[src/rtl/inst_fetch_queue.sv]
`default_nettype none
// +--------------------------------------------------------------------------+
// | inst_fetch_queue: fetch-PC owner and in-order instruction queue to decode|
// | Revision: 1.0                                                            |
// +--------------------------------------------------------------------------+
module inst_fetch_queue #(
   parameter int ADDR_W   = 10,
   parameter int DATA_W   = 32,
   parameter int DEPTH    = 4,
   parameter int RESET_PC = 0
) (
   input  logic                       clk,
   input  logic                       rst,
   output logic [ADDR_W-1:0]          rom_addr,
   input  logic [DATA_W-1:0]          rom_data,
   input  logic                       redirect_valid,
   input  logic [ADDR_W-1:0]          redirect_addr,
   input  logic                       halt,
   output logic                       out_valid,
   input  logic                       out_ready,
   output logic [DATA_W-1:0]          out_inst,
   output logic [ADDR_W-1:0]          out_pc,
   output logic [$clog2(DEPTH):0]     count
);

   localparam int PTR_W = $clog2(DEPTH);
   localparam int CNT_W = PTR_W + 1;
   localparam logic [CNT_W-1:0]  C_DEPTH    = CNT_W'(DEPTH);
   localparam logic [ADDR_W-1:0] C_RESET_PC = ADDR_W'(RESET_PC);

   logic [ADDR_W-1:0] fetch_pc_q, fetch_pc_d;
   logic [PTR_W-1:0]  rd_ptr_q, rd_ptr_d;
   logic [PTR_W-1:0]  wr_ptr_q, wr_ptr_d;
   logic [CNT_W-1:0]  count_q, count_d;
   logic [DATA_W-1:0] inst_q [DEPTH];
   logic [DATA_W-1:0] inst_d [DEPTH];
   logic [ADDR_W-1:0] pc_q   [DEPTH];
   logic [ADDR_W-1:0] pc_d   [DEPTH];

   logic w_pop;
   logic w_push;

   assign w_pop  = out_valid & out_ready;
   assign w_push = ~redirect_valid & ~halt & ((count_q < C_DEPTH) | w_pop);

   always_comb begin
      fetch_pc_d = fetch_pc_q;
      rd_ptr_d   = rd_ptr_q;
      wr_ptr_d   = wr_ptr_q;
      count_d    = count_q;
      inst_d     = inst_q;
      pc_d       = pc_q;
      if (redirect_valid) begin
         // The head offered this cycle is discarded, so pop is not honoured.
         fetch_pc_d = redirect_addr;
         rd_ptr_d   = '0;
         wr_ptr_d   = '0;
         count_d    = '0;
      end else begin
         if (w_push) begin
            inst_d[wr_ptr_q] = rom_data;
            pc_d[wr_ptr_q]   = fetch_pc_q;
            wr_ptr_d         = wr_ptr_q + PTR_W'(1);
            fetch_pc_d       = fetch_pc_q + ADDR_W'(1);
         end
         if (w_pop) begin
            rd_ptr_d = rd_ptr_q + PTR_W'(1);
         end
         case ({w_push, w_pop})
            2'b10:   count_d = count_q + CNT_W'(1);
            2'b01:   count_d = count_q - CNT_W'(1);
            default: count_d = count_q;
         endcase
      end
   end

   always_ff @(posedge clk) begin
      if (rst) begin
         fetch_pc_q <= C_RESET_PC;
         rd_ptr_q   <= '0;
         wr_ptr_q   <= '0;
         count_q    <= '0;
      end else begin
         fetch_pc_q <= fetch_pc_d;
         rd_ptr_q   <= rd_ptr_d;
         wr_ptr_q   <= wr_ptr_d;
         count_q    <= count_d;
      end
   end

   // Storage needs no reset: every read is qualified by a nonzero count.
   always_ff @(posedge clk) begin
      inst_q <= inst_d;
      pc_q   <= pc_d;
   end

   assign rom_addr  = fetch_pc_q;
   assign count     = count_q;
   assign out_valid = (count_q != '0);
   assign out_inst  = out_valid ? inst_q[rd_ptr_q] : '0;
   assign out_pc    = out_valid ? pc_q[rd_ptr_q]   : '0;

endmodule
`default_nettype wire
[config.mk]
export PLATFORM = sky130hd
export DESIGN_NAME = inst_fetch_queue
export DESIGN_NICKNAME = d
export VERILOG_FILES = /design/src/rtl/inst_fetch_queue.sv
export SDC_FILE = /design/constraint.sdc
export NUM_CORES = 1
export LEC_CHECK = 0
export ABC_AREA = 1
export CAP_MARGIN = 30
export CORE_MARGIN = 4
export CORE_UTILIZATION = 55
export DETAILED_ROUTE_END_ITERATION = 6
export GPL_TIMING_DRIVEN = 0
export PLACE_DENSITY = 0.8
export SLEW_MARGIN = 5
export SYNTH_ARGS = -nofsm -noshare
export SYNTH_HDL_FRONTEND = slang
export SYNTH_SLANG_ARGS = --single-unit
export TNS_END_PERCENT = 50
[constraint.sdc]
create_clock -name clk -period 3.4 [get_ports clk]
set_input_delay 0.51 -clock clk [delete_from_list [all_inputs] [get_ports clk]]
set_output_delay 0.51 -clock clk [all_outputs]
set_load 0.1 [all_outputs]
== After elaboration in Yosys (flattened, before gate mapping) ==
Index checks and enable logic that the tools add are counted.

* Flip-flop bits (word level): 185
* Bits of input ports: 47
* Output and inout bits: 56
* Word-level logic and storage cells: 54

* $add $sub $neg: 5
* $lt $le $gt $ge: 4
* Equality and inequality tests: 2
* Multiplexer cells: 17
* Bitwise gates (word level): 8
* Reductions and logical operators: 6

{| class="wikitable"
|+ Operators by type and width
! operator !! number
|-
| $bwmux 128 || 1
|-
| $mux 32 || 4
|-
| $bmux 32 s2 || 1
|-
| $demux 32 s2 || 1
|-
| $mux 10 || 6
|-
| $bwmux 40 || 1
|-
| $bmux 10 s2 || 1
|-
| $demux 10 s2 || 1
|-
| $add 10x1->10 const B || 1
|-
| $ge 3x3->1 const B || 2
|-
| $not 2->3 || 2
|-
| $pmux 3 s2 || 1
|-
| $add 2x1->2 const B || 2
|-
| $reduce_bool 2->1 || 2
|-
| $add 3x1->3 const B || 1
|-
| $and 1x1->1 || 3
|-
| $lt 3x1->1 const B || 1
|-
| $lt 3x3->1 const B || 1
|-
| $reduce_bool 3->1 || 1
|-
| $sub 3x1->3 const B || 1
|-
| $eq 2x1->1 const B || 1
|-
| $eq 2x2->1 const B || 1
|-
| $not 1->1 || 2
|-
| $reduce_and 2->1 || 1
|-
| 3 further kinds || 3
|}

== Logic depth before layout (Yosys ltp) ==
* Depth after elaboration: 6
* Gate-level depth with buffers: 11

== Least setup slack after synthesis ==
Ideal clock, no wire load.

* Path kind: reg2out
* Start point: register count_q[0], in the netlist count[0]
* End point: output port out_inst[30]
* Arrival: 4.102 ns
* Required time: 2.890 ns
* Setup slack: -1.212 ns
* Stages on the path, launching flop included: 6
* Path through: dfxtp_1 -> inv_1 -> nand3_1 -> clkinv_1 -> clkbuf_1 -> a21oi_1

* Cells in the longest elaborated chain, start to end: 2

{| class="wikitable"
|+ Ends and longest elaborated chain
! what !! RTL line !! text
|-
| start: declaration || 34 || <nowiki>logic [CNT_W-1:0] count_q, count_d;</nowiki>
|-
| start signal: assignment || 87 || <nowiki>count_q <= count_d;</nowiki>
|-
| $reduce_bool 3->1 || 99 || <nowiki>assign out_valid = (count_q != '0);</nowiki>
|-
| via out_valid || 19 || <nowiki>output logic out_valid,</nowiki>
|-
| $mux 32 || 100 || <nowiki>assign out_inst = out_valid ? inst_q[rd_ptr_q] : '0;</nowiki>
|-
| end: declaration || 21 || <nowiki>output logic [DATA_W-1:0] out_inst,</nowiki>
|}

The timed path passes the listed nets, and every way through them passes these cells.

== Worst setup path after layout ==
* Start point: register rd_ptr_q[0]
* End point: output port out_inst[31]

* Cells in the longest elaborated chain, start to end: 5

{| class="wikitable"
|+ Ends and longest elaborated chain
! what !! RTL line !! text
|-
| start: declaration || 32 || <nowiki>logic [PTR_W-1:0] rd_ptr_q, rd_ptr_d;</nowiki>
|-
| start signal: assignment || 85 || <nowiki>rd_ptr_q <= rd_ptr_d;</nowiki>
|-
| $not 2->3 (implied by the code) || 100 ||
|-
| $bmux 32 s2 || 100 ||
|-
| $mux 32 (implied by the code) (2 in series) || 100 ||
|-
| $mux 32 || 100 ||
|}

No other way between the ends. The select of a mux whose other input is x is not followed.

==> summary.md <==
The setup slack at placement was 0.206 ns. For the number of DRC violations after detailed routing, the log shows 0. The type of element capturing the critical path is an output pin. Setup violations remaining at the end of the flow were counted as 0. The first detailed-routing pass ran for 7 iterations. Setup repair after global routing left no endpoint under its margin. Across all register-to-register paths, the minimum setup slack is 1.20 ns. Clock skew on the completed layout was measured at 0.00663 ns. For the largest net degree at the start of global routing, the log shows 24. The commonest cells after synthesis are nor2_1 (183), edfxtp_1 (168), a21oi_1 (58). The finished cells cover 9720 µm². The initial antenna violation count is 0, and the overall fraction of global-route tracks in use is 0.229. The run gives 17,800 µm as the total length of routed wires. The most common cell in the netlist was nor2_1. Total count of hold-check failures in the final report: 0. The run gives 656 as the synthesized instance count. After synthesis, the netlist uses 27 different library cells.

After detailed routing, the average wire length per cell comes to 18.3 µm. Maximum clock path buffer count: 2. After synthesis, the largest family of logic cells by area is simple AND/OR/NAND/NOR gates. Yosys attributes the largest share of cell area to edfxtp_1 (67%), nor2_1 (9.1%), dfxtp_1 (4.5%), a21oi_1 (3.8%), o21ai_0 (3.6%).

The maximum fanout encountered on the critical timing path is 10, and the clock slew at the register clock pins of the worst setup and hold paths is 0.06 ns. The placed wire-length estimate after detailed placement is 11,400 µm. The logs give 0.303 GHz for the upper clock frequency limit and 0.355 mV for the peak supply drop.

The leakage power of the design was 3.69 nW; the clock sink total was 185. The multiplexer area fraction after synthesis works out to 0. The xor/xnor share of the synthesized area is 0.00231, and the endpoint required time on the critical path is 2.89 ns. Measured along the y axis, the die boundary spans 125 µm. The critical path in this run is classified as flop to output pin. The count of buffers from port buffering works out to 101. The run gives 27,900 µm as the global-route wire length before repair. The number of buffers inserted to repair setup after CTS is 0, and the effective utilization at floorplan is 0.567. The floorplan has 42 rows. The count of nets left with antenna violations once routing finished came out at 0. For the net count after synthesis, the log shows 710. The layout cell share with drive strength beyond 1 works out to 0.157. The die is 125 µm wide. After filler insertion, the fill cell instance count of the layout stands at 894.

The tightest min-delay check is of the input pin to flop type. The design draws 5.13 mW. On the worst path, the slowest cell contributes a delay of 1.16 ns. The max-slew violation count was 0.

The area after detailed placement came out at 9180 µm². For this run, the number of standard cells in the final layout without fillers is 970. The number of flops mapped to enable cells by yosys is 168. After floorplanning, the core was sized to cover 13,300 µm².

The run gives 7570 µm² as the post-synthesis instance area. The average cell area after synthesis came out at 11.5 µm². For the sequential element share of the synthesized area, the log shows 0.711. The area growth from synthesis to layout is 28.4%.

Hold timing on the final database bottoms out at a slack of 0.490 ns. The worst relative slew slack came out at 0.344. Highest-delay cell along the critical path: clkdlybuf4s50_1.

The number of flip-flops and latches in the synthesized netlist is 185. The number of buffers created by CTS is 17. Adder-cell area share of the yosys netlist: 0.0126. At the pin with the least slew margin, the transition time is 0.988 ns.

Max-capacitance violation count: 0. For the clock latency at the later pin of the worst-skew pair, the log shows 0.42 ns. TritonCTS built the clock tree. The library cell occupying the most area in the post-synthesis netlist is edfxtp_1. The worst path needs 3.30 ns of the cycle, external delays included. The worst setup path is launched from a flop. Post-synthesis async set-or-reset flop share: 0.

The run gives 2.79 ns as the arrival time at the worst endpoint. The number of H-tree branching levels is 4, and the fraction of the mapped netlist area in compound gates is 0.104. For this block, the initial DRC count from the detailed router was 515. The cell that appears most often on the critical path is buf_6. The die covers 15,700 µm². At the end of routability-driven placement, the weighted congestion stood at 0.821. The via count of the first global-routing pass was 5,585; the number of primary I/O pins was 103. Walking the worst path, the cells encountered are buf_6 -> inv_2 -> buf_6 -> buf_2 -> o21ai_0 -> a21oi_2 -> clkdlybuf4s50_1. Setup total negative slack on the finished layout was measured at 0 ns. Among all flip-flop cells after synthesis, the most frequent one is edfxtp_1. The tools report the final cell utilization of the core as 0.728. The flow ran to the end, and the final reports show no timing, DRC or antenna violations. The worst setup margin is 0.0972 ns, and the total power per unit cell area is 528 nW/µm². Detailed-route vias per instance: 5.59.

Total global routing overflow: 0. The antenna diode instance count is 0, and the final net count is 835. The run gives 0 as the yosys synthesis warning count.

The fraction of the cycle the final worst path needs is 0.971. The total via count after detailed routing is 5,420. The tree is rooted in a clkbuf_16. Area fraction of the dominant cell type after synthesis: 0.666. The share of synthesized cell area in and, or, nand and nor gates works out to 0.124. The placed instance count was 938.
[worst paths after layout]
check	end	cells past startpoint	from
max	out_inst[31]	7	rd_ptr_q[0]
min reg2reg	count[2]	2	count[2]
max reg2reg	count[2]	10	count[2]
min	rom_addr[3]	2	rst
[what timing repair did]
action	CTS	global route
resized for setup	26	27
hold buffers	0	0
setup endpoints to repair	26	21
[sequential cells by signal (all words and copies together), names as in the netlist]
signal / cells
rd_ptr_q: 2
inst_q: 128
count: 3
pc_q: 40
wr_ptr_q: 2
rom_addr: 10
[kinds of logic after synthesis]
family | after synthesis
fa+ha+maj | 7
xor+xnor | 2
buf+inv | 67
compound gates | 155
simple gates | 240
flops | 185
[final cells by class]
type | instances | area, µm² | area share
Timing Repair Buffer | 106 | 1100 | 0.113
Clock buffer | 17 | 425 | 0.0438
Tap cell | 176 | 220 | 0.0227
Inverter | 31 | 116 | 0.0120
Clock inverter | 15 | 135 | 0.0139
Buffer | 36 | 230 | 0.0237
Sequential cell | 185 | 5390 | 0.555
Multi-Input combinational cell | 404 | 2110 | 0.217
[report_power, final]
group          switching [mW]  internal (mW)  leakage [nW]
logic                   0.533          0.175          1.75
clock network           0.792           1.07         0.268
registers              0.0308           2.53          1.67
[placed cells by master (no fill, tap or decap), drive strengths merged]
| master | n |
|---|---|
| nand2 | 34 |
| a21oi | 58 |
| dlymetal6s2s | 15 |
| nor2 | 184 |
| edfxtp | 168 |
| clkinvlp | 3 |
| nor3 | 2 |
| dlygate4sd2 | 20 |
| ha | 6 |
| clkdlybuf4s50 | 60 |
| fa | 1 |
| clkinv | 12 |
| o21bai | 2 |
| dfxtp | 17 |
| o21ai | 94 |
| bufinv | 2 |
| inv | 29 |
| clkbuf | 31 |
| nand3 | 19 |
| nand3b | 1 |
| xnor2 | 2 |
| buf | 33 |
| o211ai | 1 |
[layer usage]
metal / up-vias / global-route usage / routed length (µm)
met5: - / 0 / 0
met4: 0 / 0.103 / 431
met3: 34 / 0.0456 / 1050
met2: 243 / 0.403 / 9120
met1: 2615 / 0.274 / 7150
li1: 2528 / - / -
[worst max-delay path, delay by kind of cell (launching register included)]
family                 cells  cell delay (ns)
buffers and inverters      5             1.74
AOI/OAI and AO/OA          2             0.32
DFF                        1             0.31
Power figures use the tool's default switching activity.
==> RTL change 1, RTL diff (config.mk and constraints unchanged) <==
Change the parameter `DATA_W` from 32 to 48.
--- a/src/rtl/inst_fetch_queue.sv
+++ b/src/rtl/inst_fetch_queue.sv
@@ -5,7 +5,7 @@
 // +--------------------------------------------------------------------------+
 module inst_fetch_queue #(
    parameter int ADDR_W   = 10,
-   parameter int DATA_W   = 32,
+   parameter int DATA_W   = 48,
    parameter int DEPTH    = 4,
    parameter int RESET_PC = 0
 ) (
Ports: changed (resized out_inst and rom_data); port bits go from 103 to 135. No check against the original RTL was run, so the function may have changed too.
==> RTL change 1 against the unedited design <==
Power grew 27%. Clock power grew 30%. Clock skew up 8.5 ps. Sequential power is 34% higher. Die area grew 31%. Register-to-register slack about the same. Worst setup slack gained 23 ps. Synthesized area increased by 33%. Sequential cell count increased by 64. Cell area grew 34%. Global-route usage is 0.11 points higher. Wire length increased by 32%.
==> RTL change 1: results (changes against the unedited design) <==
- Ranking of synthesized cells by area: edfxtp_1, nor2_1, o21ai_0
- Proportion of synthesized chip area in sequential cells: 0.727 (+0.0157)
- Clock-pin slew reported for the worst setup and hold paths after clock tree synthesis: 60 ps (about the same)
- Setup Viol. Count Final: 0 (unchanged)
- Slowest cell on crit path: dlygate4sd2_1
- Biggest register: inst_q
- Final WS setup: 120 ps (+22.8 ps)
- Initial DRC Count: 408 (-21%)
- Post-Syn Nets: 921 (+30%)
- Fin nets: 1,096 (+31%)
- Worst-path fanout max: 10 (unchanged)
- Most instantiated cells after synthesis: nor2_1, edfxtp_1, o21ai_0
- Yosys Warn Count: 0 (unchanged)
- TritonRoute pass-1 iters: 4 (-3)
- Clock buffer depth: 3 (+1)
- Peak VDD IR: 0.486 mV (+37%)
- Final wirelength: 23,500 um (+32%)
- Fillers: 1,199 (+34%)
- Gp weighted congestion: 0.854 (+4.0%)
- CP top delay family: buffers and inverters
- Largest register FFs: 192 (+50%)
- Status: finished clean
- Top-count cell post-synth: nor2_1
- Vias per inst: 5.44 (-2.7%)
- First-pass GRT wire length: 36,900 um (+33%)
- Worst clock skew: 15.2 ps (+8.54 ps)
- Worst-Margin Slew: 1030 ps (+38.0 ps)
- Ys async rst share: 0 (unchanged)
- Vias in the first global route: 7,154 (+28%)
- TritonCTS Buffers: 25 (+8)
- Netlist cell types: 24 (-11%)
- H-tree depth: 1 (-3)
- Tightest Hold Check Type: reg2reg
- Share of layout cells above drive strength 1: 0.166 (+0.00844)
- CP arrival: 2770 ps (-20 ps)
- Initial antenna violation count: 1 (+1)
- Number of synthesized flops with an enable pin: 232 (+38%)
- Count of input and output buffers: 134 (+33%)
- Tot GR Track Use: 0.230 (+0.00111)
- Post-place setup slack: 269 ps (+63.3 ps)
- Post-DP HPWL: 15,400 um (+35%)
- CP max stage delay: 860 ps (-300 ps)
- Largest net degree at the start of global routing: 29 (+21%)
- Root Buffer: clkbuf_16
- Skew-Pair Late Insertion Delay: 500 ps (+80 ps)
- LEAKAGE: 4.57 nW (+24%)
- Post CTS Setup Buffer Count: 0 (unchanged)
RTL change 1: cell count changes in the layout (fill, tap and decap cells not counted), moves of 8 or more:
| cell | change |
|---|---|
| a21oi_4 | +20 |
| clkbuf_2 | +16 |
| dlymetal6s2s_1 | -15 |
| clkdlybuf4s50_1 | +17 |
| clkbuf_16 | +8 |
| clkdlybuf4s15_1 | +12 |
| o21ai_1 | -10 |
| nor2_1 | +72 |
| clkbuf_1 | +18 |
| o21ai_0 | +45 |
| edfxtp_1 | +64 |
RTL change 1: per-stage QoR:
| step | cells | total power, mW | instance area [um^2] |
|---|---|---|---|
| 2_1_floorplan | 851 | 3.95 | 10500 |
| 3_3_place_gp | 1214 | 4.17 | 12100 |
| 3_5_place_dp | 1228 | 4.20 | 12500 |
| 4_1_cts | 1272 | 6.56 | 13100 |
| 5_1_grt | 1272 | 6.74 | 13000 |
| 6_report | 1273 | 6.53 | 13000 |
RTL change 1: repair_timing:
item,4_1_cts,5_1_grt
hold endpoints to repair,0,0
resized for setup,57,62
endpoints found under the setup margin,57,39
hold buffers,0,0
RTL change 1: power by group:
| group | leakage [nW] | internal (mW) | switching, mW |
|---|---|---|---|
| Combinational | 1.97 | 0.183 | 0.490 |
| Clock | 0.354 | 1.35 | 1.07 |
| Sequential | 2.26 | 3.41 | 0.0315 |
RTL change 1: cell families after synthesis:
family / Yosys count / share of synthesized area
AOI/OAI and AO/OA: 205 / 0.103
adders and majority gates: 7 / 0.00946
buffers and inverters: 80 / 0.0417
DFF: 249 / 0.727
and+or+nand+nor: 310 / 0.119
RTL change 1: worst paths after layout:
path / cells past startpoint / to / startpoint / slack [ps]
min reg2reg: 2 / count[2] / count[2] / 500
min: 2 / count[2] / count[2] / 500
max: 6 / out_inst[15] / rd_ptr_q[0] / 120
max reg2reg: 10 / count[2] / count[2] / 1200
RTL change 1: area by class of cell:
type	instances	area, um^2	share of cell area
diodes	1	2.50	0.000192
plain buffers	48	297	0.0228
clock buffers	30	644	0.0494
clock inverters	14	70.1	0.00538
inverters	32	123	0.00941
multi-input cells	522	2800	0.215
flip-flops and latches	249	7310	0.561
well taps	229	287	0.0220
repair buffers	148	1510	0.116
RTL change 1: worst reg2reg max path: stages, from the launching register on:
cell and delay, ps:
dfxtp_1 340, inv_2 60, o21ai_2 280, buf_4 290
ha_1 180, inv_1 70, fa_1 380, a21oi_1 150
o21ai_0 120, o21ai_0 170, a21oi_1 50
RTL change 1: layer usage:
layer / wire, um / GRT usage / vias to the layer above
met3: 1760 / 0.0435 / 45
met5: 7 / 0 / -
met1: 9580 / 0.302 / 3305
li1: - / - / 3326
met4: 469 / 0.0585 / 2
met2: 11700 / 0.399 / 244
==> RTL change 2, RTL diff (same flow settings) <==
Made on the original files. Put one more register stage on the output `count`, without a reset. The value now appears one clock later. The other outputs are not delayed to match.
--- a/src/rtl/inst_fetch_queue.sv
+++ b/src/rtl/inst_fetch_queue.sv
@@ -95,7 +95,9 @@
    end
 
    assign rom_addr  = fetch_pc_q;
-   assign count     = count_q;
+   always_ff @(posedge clk) begin
+      count <= count_q;
+   end
    assign out_valid = (count_q != '0);
    assign out_inst  = out_valid ? inst_q[rd_ptr_q] : '0;
    assign out_pc    = out_valid ? pc_q[rd_ptr_q]   : '0;
Function: changed (a bounded check fails within 4 cycles, from zero or initial values and one cycle with rst high).
==> RTL change 2 against the unedited design <==
Worst setup slack lost 32 ps. Count of clock-buffer cells in the layout grew 1. Cell area shrank 1.4%. Wire length grew 2.1%. Die area grew 0.74%. Fmax shrank 0.97%. Global-route usage shrank 0.18 points. Sequential cell count grew 3. Clock skew grew 1.0 ps. Power grew 1.9%. Synthesized area grew 0.79%. Hold slack lost 140 ps. Register-to-register slack lost 50 ps. Critical path type unchanged. Highest routed layer unchanged.
==> RTL change 2: results (changes against the unedited design) <==
- Status: finished clean
- Area of the multi-input gates: 1890 um^2 (-10%)
- CP max stage delay: 1210 ps (+50 ps)
- Tot GR Track Use: 0.227 (-0.00181)
- Tightest Hold Check Type: reg2reg
- Layout non-clock buf frac: 0.139 (+0.00250)
- Worst-Margin Slew: 1040 ps (+55.5 ps)
- TritonRoute pass-1 iters: 5 (-2)
- PD cells: 546 nW/um^2 (+3.4%)
- Via count: 5,488 (+1.3%)
- Final wirelength: 18,100 um (+2.1%)
- Proportion of synthesized chip area in sequential cells: 0.714 (+0.00227)
- Post-Synth Adder-Cell Area: 0.0125 (-0.0000989)
- LEAKAGE: 3.71 nW (+0.49%)
- Initial DRC Count: 546 (+6.0%)
- Share of layout cells above drive strength 1: 0.0994 (-0.0581)
- Gp weighted congestion: 0.836 (+1.9%)
- Placed insts: 940 (+0.21%)
- Fillers: 901 (+0.78%)
- Post-synthesis cell count: 659 (+0.46%)
- Ranking of synthesized cells by area: edfxtp_1, nor2_1, dfxtp_1
- Vias per inst: 5.65 (+1.2%)
- Clock Buffer Count: 18 (+1)
- Sequential share of cell area: 0.568 (+0.0139)
- CP arrival: 2820 ps (+30 ps)
- First-pass GRT wire length: 27,700 um (-0.79%)
- Fmax achieved: 0.300 GHz (-0.97%)
- Min-Delay Path Depth: 0 (-2)
- Vias in the first global route: 5,572 (-0.23%)
- Fin nets: 837 (+0.24%)
- Signal buffers: 141 (-0.70%)
- Post-place setup slack: 241 ps (+35.2 ps)
- Cts repair resizes: 24 (-7.7%)
- Dpl cell area: 9000 um^2 (-1.9%)
- XOR/XNOR share of the synthesized area: 0.00230 (-0.0000182)
- # diodes: 0 (unchanged)
- Post-Syn Nets: 713 (+0.42%)
- Finished Core Util: 0.715 (-0.0132)
- Worst clock skew: 7.66 ps (+1.03 ps)
- Largest net degree at the start of global routing: 28 (+17%)
- Peak VDD IR: 0.329 mV (-7.4%)
==> RTL change 2: changes by cell type in the layout (fill, tap and decap cells not counted), sizes merged, moves of 2 or more <==
cell	delta
clkbuf	-2
clkinv	-5
clkdlybuf4s15	+3
dlygate4sd2	-2
dfxtp	+3
==> RTL change 2: metal layers <==
layer  up-vias  track usage  part of all wire  wire length [um]
met5         -            0                 0                 0
met4         0       0.0826             0.017               314
met3        27       0.0580             0.067              1220
met2       238        0.404              0.52              9470
met1      2686        0.268              0.39              7110
li1       2537            -                 -                 -
==> RTL change 2: worst paths after layout <==
kind,startpoint,end,slack [ps]
hold / removal,count_q[0],count[0],350
setup / recovery,rd_ptr_q[0],out_inst[31],70
hold reg to reg,count_q[0],count[0],350
setup reg to reg,count_q[2],count_q[2],1150
==> RTL change 2: power by group <==
group	switching [mW]	leakage [nW]	internal, mW	total (mW)
logic	0.509	1.74	0.164	0.673
clock network	0.813	0.271	1.14	1.96
registers	0.0316	1.70	2.57	2.60
total	1.35	3.71	3.87	5.23
